**src/rtl/axis_capture_arbiter.sv**
```systemverilog
// axis_capture_arbiter
// Packet-level round-robin arbiter that merges NUM_SRC AXI4-Stream capture sources
// onto one output stream. Each granted packet may be prefixed by a header beat that
// carries {sequence number, source id}. A watchdog truncates a packet whose source goes
// quiet mid-packet, emits a flagged terminator beat, and then drains the remainder of
// that packet from the source.

module axis_capture_arbiter #(
  parameter int NUM_SRC       = 2,
  parameter int DATA_WIDTH    = 64,
  parameter int HEADER_EN     = 1,
  parameter int STALL_TIMEOUT = 256
) (
  input  logic                            aclk,
  input  logic                            areset,
  input  logic                            enable,
  input  logic [NUM_SRC*DATA_WIDTH-1:0]   s_tdata,
  input  logic [NUM_SRC-1:0]              s_tvalid,
  input  logic [NUM_SRC-1:0]              s_tlast,
  output logic [NUM_SRC-1:0]              s_tready,
  output logic [DATA_WIDTH-1:0]           m_tdata,
  output logic                            m_tvalid,
  output logic                            m_tlast,
  output logic                            m_tuser,
  input  logic                            m_tready,
  output logic [NUM_SRC-1:0]              grant,
  output logic                            busy,
  output logic [15:0]                     timeout_cnt
);

  localparam int IW = (NUM_SRC > 1) ? $clog2(NUM_SRC) : 1;
  localparam int SW = (STALL_TIMEOUT > 1) ? $clog2(STALL_TIMEOUT + 1) : 1;

  typedef enum logic [2:0] {
    IDLE = 3'd0,
    HDR  = 3'd1,
    DATA = 3'd2,
    TERM = 3'd3,
    DROP = 3'd4
  } state_t;

  state_t                  state_q, state_d;
  logic [IW-1:0]           gidx_q, gidx_d;
  logic [IW-1:0]           last_q, last_d;
  logic [NUM_SRC-1:0]      grant_q, grant_d;
  logic [SW-1:0]           stall_q, stall_d;
  logic [15:0]             tcnt_q, tcnt_d;
  logic [7:0]              seq_q [NUM_SRC];
  logic                    seq_inc;

  logic                    pick_vld;
  logic [IW-1:0]           pick_idx;
  logic [IW-1:0]           cand;
  logic [DATA_WIDTH-1:0]   src_data;
  logic [DATA_WIDTH-1:0]   hdr_data;

  // Circular increment of a source index, wrapping NUM_SRC-1 back to 0.
  function automatic logic [IW-1:0] next_idx(input logic [IW-1:0] idx);
    if (idx == IW'(NUM_SRC - 1)) begin
      return '0;
    end
    return idx + IW'(1);
  endfunction

  assign src_data = s_tdata[int'(gidx_q)*DATA_WIDTH +: DATA_WIDTH];

  // Header beat: {zero padding, sequence number of owner, owner id}.
  always_comb begin
    hdr_data       = '0;
    hdr_data[15:8] = seq_q[gidx_q];
    hdr_data[7:0]  = 8'(gidx_q);
  end

  // Round-robin search: first valid source starting just after the last owner.
  always_comb begin
    pick_vld = 1'b0;
    pick_idx = '0;
    cand     = last_q;
    for (int i = 0; i < NUM_SRC; i++) begin
      cand = next_idx(cand);
      if (!pick_vld && s_tvalid[cand]) begin
        pick_vld = 1'b1;
        pick_idx = cand;
      end
    end
  end

  // Next-state and output decode; stream outputs are combinational from the state.
  always_comb begin
    state_d  = state_q;
    gidx_d   = gidx_q;
    last_d   = last_q;
    grant_d  = grant_q;
    stall_d  = stall_q;
    tcnt_d   = tcnt_q;
    seq_inc  = 1'b0;
    s_tready = '0;
    m_tvalid = 1'b0;
    m_tlast  = 1'b0;
    m_tuser  = 1'b0;
    m_tdata  = '0;
    case (state_q)
      IDLE: begin
        if (enable && pick_vld) begin
          gidx_d  = pick_idx;
          last_d  = pick_idx;
          grant_d = NUM_SRC'(1) << pick_idx;
          stall_d = '0;
          state_d = (HEADER_EN != 0) ? HDR : DATA;
        end
      end
      HDR: begin
        m_tvalid = 1'b1;
        m_tdata  = hdr_data;
        if (m_tready) begin
          state_d = DATA;
        end
      end
      DATA: begin
        m_tvalid         = s_tvalid[gidx_q];
        m_tdata          = src_data;
        m_tlast          = s_tlast[gidx_q];
        s_tready[gidx_q] = m_tready;
        if (s_tvalid[gidx_q]) begin
          // A presented beat proves the source is alive, even under backpressure.
          stall_d = '0;
          if (m_tready && s_tlast[gidx_q]) begin
            seq_inc = 1'b1;
            grant_d = '0;
            state_d = IDLE;
          end
        end else if (STALL_TIMEOUT > 0) begin
          if (stall_q == SW'(STALL_TIMEOUT - 1)) begin
            stall_d = '0;
            state_d = TERM;
          end else begin
            stall_d = stall_q + SW'(1);
          end
        end
      end
      TERM: begin
        m_tvalid = 1'b1;
        m_tlast  = 1'b1;
        m_tuser  = 1'b1;
        if (m_tready) begin
          seq_inc = 1'b1;
          if (tcnt_q != 16'hFFFF) begin
            tcnt_d = tcnt_q + 16'd1;
          end
          state_d = DROP;
        end
      end
      DROP: begin
        // Swallow the rest of the truncated packet so the source can resynchronise.
        s_tready[gidx_q] = 1'b1;
        if (s_tvalid[gidx_q] && s_tlast[gidx_q]) begin
          grant_d = '0;
          state_d = IDLE;
        end
      end
      default: begin
        grant_d = '0;
        state_d = IDLE;
      end
    endcase
  end

  // Control state registers.
  always_ff @(posedge aclk) begin
    if (areset) begin
      state_q <= IDLE;
      gidx_q  <= '0;
      last_q  <= IW'(NUM_SRC - 1);
      grant_q <= '0;
      stall_q <= '0;
      tcnt_q  <= '0;
    end else begin
      state_q <= state_d;
      gidx_q  <= gidx_d;
      last_q  <= last_d;
      grant_q <= grant_d;
      stall_q <= stall_d;
      tcnt_q  <= tcnt_d;
    end
  end

  // Per-source packet sequence numbers, bumped on completion or truncation.
  always_ff @(posedge aclk) begin
    if (areset) begin
      for (int i = 0; i < NUM_SRC; i++) begin
        seq_q[i] <= '0;
      end
    end else if (seq_inc) begin
      seq_q[gidx_q] <= seq_q[gidx_q] + 8'd1;
    end
  end

  assign grant       = grant_q;
  assign busy        = (state_q != IDLE);
  assign timeout_cnt = tcnt_q;

endmodule

```
**config.mk**
```make
export PLATFORM = sky130hd
export DESIGN_NAME = axis_capture_arbiter
export DESIGN_NICKNAME = d
export VERILOG_FILES = /design/src/rtl/axis_capture_arbiter.sv
export SDC_FILE = /design/constraint.sdc
export NUM_CORES = 1
export LEC_CHECK = 0
export CELL_PAD_IN_SITES_DETAIL_PLACEMENT = 0
export CELL_PAD_IN_SITES_GLOBAL_PLACEMENT = 2
export CORE_MARGIN = 2
export CORE_UTILIZATION = 22
export CTS_BUF_LIST = sky130_fd_sc_hd__clkbuf_2 sky130_fd_sc_hd__clkbuf_4 sky130_fd_sc_hd__clkbuf_8
export DETAILED_ROUTE_END_ITERATION = 16
export PLACE_DENSITY = 0.95
export SLEW_MARGIN = 25
export SYNTH_ARGS = -nofsm -noshare
export SYNTH_HDL_FRONTEND = slang
export SYNTH_SLANG_ARGS = --single-unit
```
**constraint.sdc**
```tcl
create_clock -name aclk -period 4.6 [get_ports aclk]
set_input_delay 0.92 -clock aclk [delete_from_list [all_inputs] [get_ports aclk]]
set_output_delay 0.92 -clock aclk [all_outputs]
set_load 0.02 [all_outputs]
```
==> metrics.txt <==
outcome=finished clean; vias per std cell=4.84; Req. time, crit path=3.68 ns; initial core utilization=22.3%; Mapped Area=0.00366 mm^2; total CTS buffers=5; Clock Skew=0.0101 ns; most frequent cells in the layout=clkdlybuf4s50_1, nor2_1, mux2i_1; Reg2Reg Setup Slack=2.08 ns; YS warnings=0; WL/cell=17.6 um; RePlAce Congestion=0.836; Worst-Skew Late Latency=0.31 ns; max_slew headroom=51.2%; maximum VDD drop=0.191 mV; Remaining DRCs=0; ANT nets after route=0; Hold Path Depth=2; dpl hpwl=12200 um; pin count of the biggest net entering global routing=70; EDFF count, synth=16; slew of the pin with the lowest slew margin=0.731 ns; initial drt markers=203; worst r2r src=gidx_q; syn_area_per_cell=8.35 um^2; height of the die=133 um; TritonCTS Sinks=49; Top delay family on crit path=buffers and inverters; RSZ-0062 raised after global routing=false; vias post-DR=4185; Util after Layout=37.9%; clk root buf=clkbuf_8; slowest stage delay, CP=0.65 ns; most common cell after layout, fill and taps aside=clkdlybuf4s50_1; global-route usage over all layers=16.2%; crit path max-delay cell type=clkdlybuf4s50_1; critical path launch point type=register; synth-to-layout area growth=70.0%; die area=0.0177 mm^2; Post-CTS Setup Inserts=0; CP Class=register to output port; placed cell areas=0.00609 mm^2; Cells after Synth=438; async set-reset flop share out of synthesis=0%; syn_nets=577; CP max FO=10; port bufs=223; achievable frequency=270 MHz; period utilization=80.5%; Buf+Inv Stages, Crit Path=3; Hold Path End=grant[1]; Total Wirelength=15200 um; share of layout cells above drive strength 1=4.67%; global-route wire length before repair=22700 um; Worst-path clk slew=0.10 ns; initial antenna violation count=1; total congestion overflow=0; leakage=2.05 nW; Die X=133 um; sequential-to-total area share from yosys stat=31.2%; Layout Nets=781; Hold WC Path Type=register to register; final std cells w/o fill=864; Fin. Hold Viols=0; # setup viols final=0; total power=1.99 mW; std cell rows=47; CORE AREA=0.0164 mm^2; DR pass1 iterations=4; reg2reg end=seq_q[1][2]; Yosys cell types=61; arrival time worst endpoint=2.78 ns; Ports=224; # H-tree levels=2; setup TNS=0 ns; hold_sp=grant[1]; placed instance count=855; hold-fix buffer count after cts=0; post-route cell area=0.00621 mm^2; number of global-route vias before repair=4064; pins over their slew limit=0; FF+latch count, synth=49; worst r2r path cells=3; CTS tree=yes; clk buf depth=2; post_cts resized=0; Crit. End Element=output port; critical path cell sequence=clkinv_1, nor3_1, a21boi_0, buf_4, o22ai_1, clkdlybuf4s50_1; commonest register cell after synthesis=dfxtp_1; PD cells=319 mW/mm^2; max cap viols=0; minimum clock period=3.70 ns
-- metrics by stage --
stage                     hold WS (ns)  setup slack [ns]
after floorplan                  0.438              1.94
after global placement           0.451             0.974
after detailed placement         0.460             0.955
after CTS                        0.485             0.912
after global routing             0.511             0.758
final                            0.485             0.898
-- layout make-up --
cell class | count | area (um^2)
Fill cell | 1656 | 10200
Multi-Input combinational cell | 346 | 2350
Timing Repair Buffer | 228 | 2280
Sequential cell | 49 | 1140
Tap cell | 220 | 275
Clock buffer | 5 | 68.8
Clock inverter | 3 | 45.0
Inverter | 12 | 45.0
Antenna cell | 1 | 2.50
-- tightest hold or removal path, cell delays in order (launching register included) --
cell and delay [ns]:
dfxtp_1 0.33, o31ai_1 0.06, a21oi_1 0.06
-- synth_stat cells, types with 3 or more instances --
library cell | count | share of area [%]
nor2_1 | 83 | 8.5
mux2i_1 | 69 | 19
dfxtp_1 | 33 | 18
a21oi_1 | 26 | 3.6
nand2_1 | 20 | 2.1
clkbuf_1 | 19 | 2.0
edfxtp_1 | 16 | 13
nand3_1 | 14 | 1.9
inv_1 | 11 | 1.1
o31ai_1 | 11 | 2.3
or4_1 | 10 | 2.1
nor3_1 | 9 | 1.2
o21ai_0 | 9 | 1.2
mux2_2 | 8 | 2.5
nand4_1 | 8 | 1.4
buf_1 | 7 | 0.72
o22ai_1 | 7 | 1.2
a211oi_1 | 5 | 1.0
buf_2 | 4 | 0.55
nor4_1 | 4 | 0.68
o41ai_1 | 4 | 0.96
or3_1 | 4 | 0.68
and3b_1 | 3 | 0.72
ha_1 | 3 | 1.0
nor3b_1 | 3 | 0.62
xnor2_1 | 3 | 0.72
-- per-layer routing --
layer / part of all wire (%) / global-route usage (%)
met1: 41 / 18.7
met2: 52 / 30.6
met3: 6.4 / 3.37
met4: 1.4 / 3.41
met5: 0 / 0
-- how the worst max path moves through the flow --
stage,startpoint,to,slack [ns],depth (start not counted)
floorplan,state_q[0],m_tdata[0],1.94,6
global placement,m_tready,s_tready[1],0.97,4
detailed placement,m_tready,s_tready[1],0.95,4
CTS,state_q[1],m_tdata[0],0.91,6
global route,state_q[1],m_tdata[0],0.76,6
finish,state_q[1],m_tdata[0],0.90,6
-- sequential cells by signal, indices dropped and copies added (netlist names), named ones only --
signal	count
seq_q	16
timeout_cnt	16
stall_q	9
state_q	3
grant	2
gidx_q	1
last_q	1
-- cells by family after synthesis --
group / share of synthesized area, %
flops: 31.2
fa+ha+maj: 1.03
buf+inv: 4.65
simple gates: 24.2
mux: 21.4
compound gates: 16.6
xor+xnor: 0.958
-- power by group --
group | internal [mW] | switching [mW]
clock network | 0.164 | 0.156
logic | 0.540 | 0.578
registers | 0.473 | 0.0746
No activity file was read; power rests on OpenSTA's default activity.
